==> src/rtl/seg7_pkg.sv <==
// Shared seven-segment constants: normalised (active-high) patterns, bit6=g .. bit0=a,
// digit slot indices and the special nibbles used by the scan decoder.
package seg7_pkg;

  localparam logic [6:0] SEG_0     = 7'b0111111;
  localparam logic [6:0] SEG_1     = 7'b0000110;
  localparam logic [6:0] SEG_2     = 7'b1011011;
  localparam logic [6:0] SEG_3     = 7'b1001111;
  localparam logic [6:0] SEG_4     = 7'b1100110;
  localparam logic [6:0] SEG_5     = 7'b1101101;
  localparam logic [6:0] SEG_6     = 7'b1111101;
  localparam logic [6:0] SEG_7     = 7'b0000111;
  localparam logic [6:0] SEG_8     = 7'b1111111;
  localparam logic [6:0] SEG_9     = 7'b1101111;
  localparam logic [6:0] SEG_BLANK = 7'b0000000;

  localparam int unsigned IDX_SECR = 0;
  localparam int unsigned IDX_SECL = 1;
  localparam int unsigned IDX_MINR = 2;
  localparam int unsigned IDX_MINL = 3;

  localparam logic [3:0] NIB_ERR   = 4'hE;
  localparam logic [3:0] NIB_BLANK = 4'hF;

endpackage

==> src/rtl/seg7_to_bcd.sv <==
// Combinational seven-segment pattern to BCD nibble decode. Blank decodes to NIB_BLANK
// and is valid; any unknown pattern yields NIB_ERR with valid low.
module seg7_to_bcd
  import seg7_pkg::*;
(
  input  logic [6:0] seg,
  output logic [3:0] nibble,
  output logic       valid
);

  always_comb begin
    nibble = NIB_ERR;
    valid  = 1'b1;
    case (seg)
      SEG_0:     nibble = 4'd0;
      SEG_1:     nibble = 4'd1;
      SEG_2:     nibble = 4'd2;
      SEG_3:     nibble = 4'd3;
      SEG_4:     nibble = 4'd4;
      SEG_5:     nibble = 4'd5;
      SEG_6:     nibble = 4'd6;
      SEG_7:     nibble = 4'd7;
      SEG_8:     nibble = 4'd8;
      SEG_9:     nibble = 4'd9;
      SEG_BLANK: nibble = NIB_BLANK;
      default:   valid  = 1'b0;
    endcase
  end

endmodule

==> src/rtl/seg_scan_decoder.sv <==
// Monitors a multiplexed seven-segment bus, captures each settled digit dwell and
// assembles complete 4-digit frames {MinL,MinR,SecL,SecR}.
module seg_scan_decoder
  import seg7_pkg::*;
#(
  parameter int unsigned SETTLE_CYCLES = 4,
  parameter bit          ACTIVE_LOW    = 1'b1
) (
  input  logic        clk,
  input  logic        reset,
  input  logic [6:0]  seg,
  input  logic [3:0]  anode,
  output logic [15:0] digits,
  output logic        frame_valid,
  output logic        frame_err,
  output logic        anode_err
);

  localparam logic [7:0] SETTLE = 8'(SETTLE_CYCLES);

  logic [10:0] in_n;
  logic [10:0] s;
  logic [7:0]  stable_cnt;
  logic [3:0]  mask;
  logic        err_acc;
  logic [15:0] asm_buf;
  logic [15:0] new_buf;
  logic        settle;
  logic [3:0]  s_an;
  logic        multi;
  logic        one_hot;
  logic [1:0]  idx;
  logic [3:0]  bitv;
  logic [3:0]  dec_nib;
  logic        dec_ok;

  assign in_n = ACTIVE_LOW ? ~{anode, seg} : {anode, seg};

  // The dwell is identical in s and the input at the settle edge, so the registered
  // copy is decoded, keeping the decoder off the raw input path.
  assign settle = (in_n == s) && (stable_cnt == SETTLE - 8'd1);
  assign s_an   = s[10:7];

  seg7_to_bcd u_dec (
    .seg    (s[6:0]),
    .nibble (dec_nib),
    .valid  (dec_ok)
  );

  always_comb begin
    multi   = (s_an & (s_an - 4'd1)) != '0;
    one_hot = (s_an != '0) && !multi;
    idx     = '0;
    case (s_an)
      4'b0001: idx = 2'(IDX_SECR);
      4'b0010: idx = 2'(IDX_SECL);
      4'b0100: idx = 2'(IDX_MINR);
      4'b1000: idx = 2'(IDX_MINL);
      default: idx = '0;
    endcase
    bitv    = 4'b0001 << idx;
    new_buf = asm_buf;
    new_buf[{idx, 2'b00} +: 4] = dec_nib;
  end

  always_ff @(posedge clk) begin
    if (reset) begin
      s           <= '0;
      stable_cnt  <= '0;
      mask        <= '0;
      err_acc     <= 1'b0;
      asm_buf     <= '0;
      digits      <= '0;
      frame_valid <= 1'b0;
      frame_err   <= 1'b0;
      anode_err   <= 1'b0;
    end else begin
      s <= in_n;
      if (in_n == s) begin
        if (stable_cnt != SETTLE) stable_cnt <= stable_cnt + 8'd1;
      end else begin
        stable_cnt <= '0;
      end

      frame_valid <= 1'b0;
      frame_err   <= 1'b0;
      anode_err   <= 1'b0;

      if (settle) begin
        if (one_hot) begin
          asm_buf <= new_buf;
          if ((mask | bitv) == 4'hF) begin
            digits      <= new_buf;
            frame_valid <= 1'b1;
            frame_err   <= err_acc | ~dec_ok;
            mask        <= '0;
            err_acc     <= 1'b0;
          end else begin
            mask    <= mask | bitv;
            err_acc <= err_acc | ~dec_ok;
          end
        end else if (multi) begin
          anode_err <= 1'b1;
        end
      end
    end
  end

endmodule

==> config.mk <==
export PLATFORM = sky130hd
export DESIGN_NAME = seg_scan_decoder
export DESIGN_NICKNAME = d
export VERILOG_FILES = /design/src/rtl/seg7_pkg.sv /design/src/rtl/seg7_to_bcd.sv /design/src/rtl/seg_scan_decoder.sv
export SDC_FILE = /design/constraint.sdc
export NUM_CORES = 1
export LEC_CHECK = 0
export ABC_AREA = 1
export BUFFER_PORTS_ARGS = -buffer_cell sky130_fd_sc_hd__buf_2
export CORE_MARGIN = 2
export CORE_UTILIZATION = 40
export CTS_CLUSTER_DIAMETER = 40
export DETAILED_ROUTE_END_ITERATION = 8
export SYNTH_ARGS = -nofsm -noshare
export SYNTH_HDL_FRONTEND = slang
export SYNTH_SLANG_ARGS = --single-unit
==> constraint.sdc <==
create_clock -name clk -period 3.3 [get_ports clk]
set_input_delay 0.165 -clock clk [delete_from_list [all_inputs] [get_ports clk]]
set_output_delay 0.165 -clock clk [all_outputs]
set_load 0.005 [all_outputs]
* Word level (Yosys, flattened, before mapping)
Cells that the tools add are included.
** Word-level totals
- Flip-flop bits (word level) :: 59
- Logic and storage cells :: 62
** Cells by class
- Add/sub/neg operators :: 3
- Equality and inequality tests :: 17
- Bitwise operators :: 9
- Shift-type cells :: 3
- Reduce and logical (&&, ||, !) cells :: 13
- Multiplexer cells :: 8
** Operator list (count)
- == test 7 bit (second input constant) :: 7
- one-hot mux 4 bit (11 select lines) :: 1
- bitwise mux 16 bit :: 1
- variable shift 4 x 6 -> 16 bit (first input constant) :: 1
- variable part select 4 x 6 -> 16 bit :: 1
- == test 7 x 3 -> 1 bit (second input constant) :: 2
- == test 11 bit :: 1
- inverter 11 bit :: 1
- OR reduction 11 bit :: 1
- adder 8 x 1 -> 8 bit (second input constant) :: 1
- == test 4 bit (second input constant) :: 2
- == test 8 x 2 -> 1 bit (second input constant) :: 1
- inequality test 8 x 3 -> 1 bit (second input constant) :: 1
- nonzero test 4 bit :: 2
- == test 7 x 6 -> 1 bit (second input constant) :: 1
- logical NOT 7 bit :: 1
- negator 4 -> 6 bit :: 1
- one-hot mux 2 bit (3 select lines) :: 1
- OR reduction 3 bit :: 2
- inverter 1 bit :: 5
- bitwise AND 4 bit :: 1
- == test 4 x 2 -> 1 bit (second input constant) :: 1
- == test 4 x 3 -> 1 bit (second input constant) :: 1
- two-way mux 1 bit :: 4
- other kinds (11) :: 12

* Logic depth before layout (Yosys ltp)
Gate-level depths: netlist of the first run.
- Word-level depth :: 7
- Gate-level depth with buffers :: 14
- Mapped depth without buffers :: 13

* Modules after synthesis
Synthesis of the first run repeated with hierarchy kept, for this count alone.
** Unflattened totals
- Cell total of the unflattened synthesis :: 488
- Area, all modules :: 3408.3 sq um
** Modules (own cells, without submodules)
- seg_scan_decoder :: area each 3099.2 sq um, instances 1, sequential area each 1181.1 sq um, cells each 428
- seg7_to_bcd :: area each 309.0 sq um, instances 1, sequential area each 0.0 sq um, cells each 60

* Worst setup path before layout of the first run
OpenSTA, ideal clock, no wires.
- Path type :: reg-to-reg
- From :: register s[8]
- To :: register digits[14]
- Path slack :: 1.177 ns
- Library setup time :: 0.112 ns
- Arrival :: 2.011 ns
- Period minus slack after synthesis :: 2.123 ns
- Required time :: 3.188 ns
- Stages on the path, launching flop included :: 13
- Cells stage by stage :: dfxtp_1 -> xor2_1 -> nand2_2 -> inv_1 -> ha_1 -> nor2_1 -> nor4_2 -> nand3_4 -> nand2_4 -> inv_2 -> buf_6 -> nand2_1 -> nand2_1
** Between the ends
- Cells in the longest elaborated chain, start to end :: 6
** Ends and longest elaborated chain
- start, declared :: line seg_scan_decoder.sv:22 : logic [10:0] s;
- start signal, assigned :: line seg_scan_decoder.sv:78 : s <= in_n;
- branches (longest 6 deep; another with negator 4 -> 6 bit)
- end signal, assigned :: line seg_scan_decoder.sv:93 : digits <= new_buf;
- end, declared :: line seg_scan_decoder.sv:13 : output logic [15:0] digits,
Several ways; the timed one is not identified.
A chain may end at the register's enable or synchronous reset.

* Final worst setup path of the first run
- From :: register s[8]
- To :: register digits[5]
The elaborated chain is that of the path after synthesis.

==> impl_metrics.toml, run 1 <==
[job]
cap_violations = 0

[cts]
cts_buffer_depth = 2
cts_root_buf = "clkbuf_8"
numCtsBuffers = 9
clk_pin_slew_ns = 0.07
h-tree-depth = 3
clk_latency_ns = 0.35
clkSinkCount = 59
cts_tree = "built"
post-cts-setup-buffer-count = 0

[sta]
period_minus_slack_ns = 2.37
setup_viol = 0
fmax_ghz = 0.422
fin_skew_ns = 0.0105
maxSlewHeadroom_pct = 41.2
tightest_slew_ns = 0.870
rsz0062_at_grt = "no"
worst_slack_ns = 0.928
hold_violations = 0
finalCritPeriodShare_pct = 71.9
finalSetupTns_ns = 0
drv_slew = 0

[drt]
drtPass1Iterations = 4
wl_um = 6470
remaining_drc_errors = 0
viasPerCell = 4.60
ant_nets = 0
wl_per_cell_um = 11.0
drt-initial-drc-count = 122
num_vias = 2712

[power]
vdd_ir_drop_max_mv = 0.220
power.total_mw = 1.51
p_leak_nw = 1.75
powerDensity_mw_per_mm2 = 428

[logic_synthesis]
synth_edf_count = 0
synth_seq_area_share_pct = 39.3
synth_nets = 461
synth_commonest_cells = "nand2_1 (123), nor2_1 (66), dfxtp_1 (59), inv_1 (57), a21oi_1 (27)"
synth.area.top_cells = "dfxtp_1 (39%), nand2_1 (15%), nor2_1 (8.3%)"
synth_ff_type = "dfxtp_1"
synth_area_leader_cell = "dfxtp_1"
synth-seq-cells = 59
yosysMostFrequentCell = "nand2_1"
syn_area_mm2 = 0.00300
synth.avg_cell_area_um2 = 6.82
synthDistinctLibCells = 38
synthCells = 440
synth_top_area_share_pct = 39.3
yosys_warnings = 0
synthArstFlopShare_pct = 0

[floorplan]
fp.coreArea_mm2 = 0.00725
chipWidth_um = 90.6
design.die.area_mm2 = 0.00821
dieHeight_um = 90.6
fp-row-count = 31
ioPinCount = 32
initial_core_util_pct = 41.4

[setup_path]
cp-end-kind = "flop"
ff2ff_setup_slack_ns = 0.93
path_class = "reg2reg"
worstPathMaxFanout = 13
r2r_end = "digits[5]$_SDFFE_PP0P_"
arrival_ns = 2.61
crit_path_end = "digits[5]$_SDFFE_PP0P_"
start_kind = "flop"
r2r_start = "s[8]$_SDFF_PP0_"
rr_worst_depth = 11
required_ns = 3.54
startpoint = "s[8]$_SDFF_PP0_"

[global_routing]
antenna_found_initial = 0
grt_pass1_wl_um = 11400
grt_max_degree = 17
grt_usage_pct = 17.3
grt_pass1_vias = 2591
grt-ovfl-total = 0

[place]
gp_congestion = 0.862
dp_hpwl_um = 4850
pre_cts_ws_ns = 0.909
portBuffers = 31

[layout]
syn_to_final_growth_pct = 17.7
final_nets = 506
antenna_cells = 0
layout-drive-gt1-share_pct = 13.7

[worst_hold_path]
min_path_type = "in2reg"

[status]
status = "finished, final reports clean"
[layer usage]
metal	wire, µm	GRT usage, %
met5	0	0
met1	3160	21.5
met2	2940	28.2
met4	117	7.56
met3	261	4.67
[what timing repair did]
item | CTS | global route
hold buffers | 11 | 0
gates resized for setup | 0 | 0
endpoints found under the hold margin | 11 | 0
[worst min path at each step]
stage                     startpoint         endpoint  slack, ns  cells past startpoint
after floorplan               seg[0]  s[0]$_SDFF_PP0_       0.24                      1
after global placement        seg[0]  s[0]$_SDFF_PP0_       0.35                      2
after detailed placement      seg[0]  s[0]$_SDFF_PP0_       0.35                      2
after CTS                      reset  s[4]$_SDFF_PP0_       0.20                      2
after global routing           reset  s[0]$_SDFF_PP0_       0.23                      2
final                          reset  s[4]$_SDFF_PP0_       0.20                      2
[kinds of logic after synthesis]
kind of cell               share of synthesized area, %
AOI/OAI and AO/OA                                  8.55
xor gates and xnor gates                           3.79
adders and majority gates                          3.33
buffers and inverters                              9.92
DFF                                                39.3
and+or+nand+nor                                    35.1
[stage by stage]
| stage | util [%] | area (µm²) | hold WS [ns] | std cells |
|---|---|---|---|---|
| floorplan | - | 3000 | 0.237 | 440 |
| global placement | 44.5 | 3230 | 0.347 | 562 |
| detailed placement | 44.5 | 3230 | 0.353 | 562 |
| CTS | 48.7 | 3530 | 0.204 | 589 |
| global route | 48.7 | 3530 | 0.229 | 589 |
| finish | 48.7 | 3530 | 0.198 | 589 |
[power breakdown]
group | internal (mW) | switching, mW
sequential | 0.719 | 0.0106
clock | 0.365 | 0.283
combinational | 0.0493 | 0.0833
[cell type report]
type | count | area, µm²
Inverter | 63 | 238
Clock buffer | 11 | 141
Fill cell | 765 | 3720
Timing Repair Buffer | 43 | 273
Sequential cell | 59 | 1180
Clock inverter | 5 | 52.6
Multi-Input combinational cell | 309 | 1520
Tap cell | 99 | 124
[state kept, by name (all words and copies together) (netlist names)]
| name | flops |
|---|---|
| anode_err | 1 |
| asm_buf | 16 |
| digits | 16 |
| err_acc | 1 |
| frame_err | 1 |
| frame_valid | 1 |
| mask | 4 |
| s | 11 |
| stable_cnt | 8 |
[worst max-delay path, cell delays in order (launching register included)]
cell and delay (ns):
dfxtp_1 0.41, xor2_1 0.19, nand2_2 0.16, inv_1 0.21, ha_1 0.26, nor2_1 0.07, nor4_2 0.35, nand3_4 0.22
nand2_4 0.16, inv_2 0.12, nand2_1 0.08, nand2_1 0.05
[cell usage in the layout, fill, tap and decap left out, drive strengths merged, types with 8 or more instances in the layout]
cell	netlist	final
buf	8	32
nand2	126	126
clkbuf	1	11
o21ai	15	15
nor2	70	70
xor2	9	9
nand3	26	26
dfxtp	59	59
dlygate4sd3	0	11
inv	62	62
a21oi	27	27
ha	8	8
Power figures use the tool's default switching activity.
==> run 2: changes to the inputs <==
- clock period: 3.3 -> 2.1 ns (I/O delays scaled with it)
==> impl_metrics.toml, run 2 (synthesis gave the netlist of run 1 again) <==
[status]
status = "finished, final reports clean"

[layout]
syn_to_final_growth_pct = 25.2
final_cells = 606
postLayoutCoreUtil_pct = 51.8
final_cell_mix = "nand2_1 (121), nor2_1 (63), inv_1 (56)"
fin_area_mm2 = 0.00376
top_regs = "asm_buf: 16 flops, digits: 16 flops, s: 11 flops"
layout-drive-gt1-share_pct = 19.9
final_common_cell = "nand2_1"
final_nets = 525
antenna_cells = 0
fill_cells = 747

[sta]
finalSetupTns_ns = 0
drv_slew = 0
fin_skew_ns = 0.00617
finalCritPeriodShare_pct = 98.1
rsz0062_at_grt = "yes"
tightest_slew_ns = 0.560
setup_viol = 0
fmax_ghz = 0.485
hold_violations = 0
maxSlewHeadroom_pct = 62.3
period_minus_slack_ns = 2.06

[floorplan]
fp.coreArea_mm2 = 0.00725
initial_core_util_pct = 41.4
fp-row-count = 31
chipWidth_um = 90.6
design.die.area_mm2 = 0.00821
ioPinCount = 32
dieHeight_um = 90.6

[setup_path]
start_kind = "flop"
arrival_ns = 2.27
cp-end-kind = "flop"
path_class = "reg2reg"
required_ns = 2.31
worstPathMaxFanout = 5
cp_cell_sequence = "nor2_4 -> o21ai_2 -> nor2_2 -> buf_6 -> ha_4 -> nor2_2 -> nor4_4 -> nand3_4 -> nand2_4 -> buf_6 -> a21oi_1"
cpMaxStageDelayCell = "dfxtp_4"
cpPeakStageDelay_ns = 0.36

[power]
power.total_mw = 2.30
vdd_ir_drop_max_mv = 0.401
p_leak_nw = 1.84
powerDensity_mw_per_mm2 = 611

[cts]
clk_pin_slew_ns = 0.06
cts_buffer_depth = 2
clkSinkCount = 59
clk_latency_ns = 0.33
cts_tree = "built"
cts_root_buf = "clkbuf_8"
numCtsBuffers = 9
h-tree-depth = 3

[global_routing]
antenna_found_initial = 0
grt_max_degree = 24
grt_pass1_vias = 2546
grt_pass1_wl_um = 11100
grt_usage_pct = 16.7
grt-ovfl-total = 0

[worst_hold_path]
min_path_type = "in2reg"

[drt]
drt-initial-drc-count = 155
remaining_drc_errors = 0
wl_per_cell_um = 10.9
viasPerCell = 4.60
num_vias = 2786
drtPass1Iterations = 4
top_layer = "met4"
ant_nets = 0
m1WireLength_um = 3180
wl_um = 6620
wl_met2_um = 3180
route.met3.wl_um = 225

[place]
gp_congestion = 0.834
dp_hpwl_um = 4740
placed_area_mm2 = 0.00334
portBuffers = 31
dp_cells = 575

[job]
cap_violations = 0
run 2: critical path: cells and delay by family, from the launching register on:
family,cells,cell delay (ns)
AND/OR/NAND/NOR,6,1.06
adder cells (fa/ha/maj),1,0.12
AO/OA/AOI/OAI,2,0.11
flip-flops,1,0.36
buffers and inverters,2,0.27
run 2: path summary, 6_finish.rpt:
kind,endpoint,slack [ns],from,depth (start not counted)
max,mask[0]$_SDFFE_PP0N_,0.04,s[8]$_SDFF_PP0_,11
max reg2reg,mask[0]$_SDFFE_PP0N_,0.04,s[8]$_SDFF_PP0_,11
min,s[8]$_SDFF_PP0_,0.05,reset,2
min reg2reg,digits[11]$_SDFFE_PP0P_,0.44,digits[11]$_SDFFE_PP0P_,2
run 2: report_power, final:
part | internal, mW | leakage [nW] | total, mW | switching (mW)
registers | 1.13 | 0.479 | 1.15 | 0.0173
clock network | 0.473 | 0.0908 | 0.895 | 0.423
logic | 0.107 | 1.27 | 0.253 | 0.147
run 2: per-layer routing:
layer | vias to the layer above | track usage, %
li1 | 1496 | -
met1 | 1242 | 20.4
met2 | 43 | 27.8
met3 | 5 | 4.51
met4 | 0 | 6.54
met5 | - | 0
run 2: per-stage QoR:
stage	setup WS, ns	hold WS, ns
floorplan	0.0254	0.177
global placement	0.0707	0.288
detailed placement	0.0250	0.294
CTS	0.00678	0.0420
global route	-0.0466	0.0583
finish	0.0395	0.0482
run 2: final cells by class:
type / count / area, µm² / share of cell area, %
Clock buffer: 11 / 151 / 4.03
Sequential cell: 59 / 1190 / 31.6
Inverter: 63 / 245 / 6.53
Clock inverter: 3 / 15.0 / 0.400
Tap cell: 99 / 124 / 3.30
Timing Repair Buffer: 60 / 424 / 11.3
Multi-Input combinational cell: 311 / 1610 / 42.8
run 2: timing repair:
action / 4_1_cts / 5_1_grt
hold buffers: 11 / 0
hold endpoints to repair: 11 / 0
buffers inserted: 0 / 4
setup endpoints to repair: 0 / 34
gates resized for setup: 0 / 27
==> run 3: changes to the inputs <==
- MAX_ROUTING_LAYER: not set -> met4
- SKIP_LAST_GASP: not set -> 1
- clock period: 2.1 -> 1.9 ns (I/O delays scaled with it)
==> impl_metrics.toml, run 3 (synthesis gave the netlist of run 1 again) <==
[layout]
syn_to_final_growth_pct = 32.7
fin_area_mm2 = 0.00398
final_cell_mix = "nand2_1 (115), nor2_1 (60), inv_1 (53)"
final_nets = 539
top_regs = "asm_buf: 16 flops, digits: 16 flops, s: 11 flops"
final_common_cell = "nand2_1"
fill_cells = 732
final_cells = 621
seq_area_mm2 = 0.00120
multiInputGateArea_mm2 = 0.00170
layout-drive-gt1-share_pct = 25.7
antenna_cells = 0

[setup_path]
worstPathMaxFanout = 8
start_kind = "flop"
cp-end-kind = "flop"
cpMaxStageDelayCell = "dfxtp_4"
cpMostUsedCell = "nor2_4"
cp_cell_sequence = "nor2_4 -> o21ai_4 -> nor2_4 -> ha_4 -> nor2_2 -> nor4_4 -> nand3_4 -> nor2_8 -> inv_1 -> o21ai_1"
required_ns = 2.16
cpPeakStageDelay_ns = 0.37
path_class = "reg2reg"
cp_num_buf_inv = 1
arrival_ns = 2.24
critical_path.top_delay_family = "simple AND/OR/NAND/NOR gates"

[sta]
maxSlewHeadroom_pct = 57.9
rsz0062_at_grt = "yes"
drv_slew = 0
fmax_ghz = 0.505
tightest_slew_ns = 0.626
worst_slack_ns = -0.0814
setup_viol = 20
finalCritPeriodShare_pct = 104
fin_skew_ns = 0.00985
hold_violations = 0
finalSetupTns_ns = -1.04
period_minus_slack_ns = 1.98

[drt]
wl_per_cell_um = 11.1
remaining_drc_errors = 0
drt-initial-drc-count = 148
num_vias = 2864
viasPerCell = 4.61
ant_nets = 0
wl_um = 6880
drtPass1Iterations = 4

[global_routing]
grt-ovfl-total = 0
antenna_found_initial = 0
grt_pass1_vias = 2762
grt_max_degree = 25
grt_pass1_wl_um = 11800
grt_usage_pct = 17.9

[cts]
clk_pin_slew_ns = 0.06
clkSinkCount = 59
cts_buffer_depth = 2
cts_root_buf = "clkbuf_8"
numCtsBuffers = 9
h-tree-depth = 3
clk_latency_ns = 0.33
cts_tree = "built"

[floorplan]
fp-row-count = 31
dieHeight_um = 90.6
chipWidth_um = 90.6
fp.coreArea_mm2 = 0.00725
design.die.area_mm2 = 0.00821
ioPinCount = 32
initial_core_util_pct = 41.4

[place]
dp_hpwl_um = 4930
portBuffers = 31
gp_congestion = 0.813
placed_area_mm2 = 0.00348
dp_cells = 585

[power]
vdd_ir_drop_max_mv = 0.450
power.total_mw = 2.58
p_leak_nw = 1.94
powerDensity_mw_per_mm2 = 648

[status]
status = "finished with violations"
violations = "setup timing"

[job]
cap_violations = 0

[worst_hold_path]
min_path_type = "in2reg"
[run 3: report_power, final]
group | leakage (nW) | total, mW | switching [mW] | internal [mW]
Sequential | 0.482 | 1.27 | 0.0199 | 1.25
Combinational | 1.38 | 0.348 | 0.186 | 0.161
Clock | 0.0860 | 0.962 | 0.467 | 0.496
[run 3: worst register-to-register path, delay by kind of cell, from the launching register on]
kind | cells | cell delay (ns)
simple gates | 6 | 1.15
flops | 1 | 0.37
compound gates | 2 | 0.19
fa+ha+maj | 1 | 0.16
buf+inv | 1 | 0.06
[run 3: cell type report]
| cell class | instances | area share, % |
|---|---|---|
| multi-input combinational | 311 | 42.6 |
| inverter | 63 | 6.22 |
| timing repair buffer | 73 | 13.6 |
| sequential | 59 | 30.2 |
| tap | 99 | 3.11 |
| clock buffer | 12 | 3.64 |
| timing repair inverter | 1 | 0.157 |
| clock inverter | 3 | 0.377 |
[run 3: what timing repair did]
item,4_1_cts,5_1_grt
setup endpoints to repair,24,38
hold buffers,11,0
buffers inserted,2,5
gates resized for setup,12,34
pin swaps,15,11
cloned,2,1
endpoints found under the hold margin,11,0
[run 3: worst paths after layout]
kind                                from                endpoint  slack [ns]  cells after the start
hold / removal                     reset        s[10]$_SDFF_PP0_        0.05                      2
hold reg to reg   digits[3]$_SDFFE_PP0P_  digits[3]$_SDFFE_PP0P_        0.44                      2
setup reg to reg         s[8]$_SDFF_PP0_  digits[2]$_SDFFE_PP0P_       -0.08                     10
setup / recovery         s[8]$_SDFF_PP0_  digits[2]$_SDFFE_PP0P_       -0.08                     10
[run 3: per-stage QoR]
| stage | utilization [%] | worst slack [ns] | hold WS [ns] |
|---|---|---|---|
| floorplan | - | -0.0918 | 0.160 |
| global placement | 47.9 | -0.0995 | 0.271 |
| detailed placement | 47.9 | -0.171 | 0.275 |
| CTS | 52.8 | -0.0536 | 0.0292 |
| global route | 54.9 | -0.222 | 0.0411 |
| finish | 54.9 | -0.0814 | 0.0519 |
[run 3: metal layers]
| metal | global-route usage, % | up-vias | wire (µm) |
|---|---|---|---|
| met5 | - | - | 0 |
| met4 | 5.26 | 0 | 18 |
| met3 | 4.42 | 2 | 196 |
| met2 | 31.1 | 40 | 3420 |
| met1 | 20.5 | 1300 | 3240 |
| li1 | - | 1522 | - |
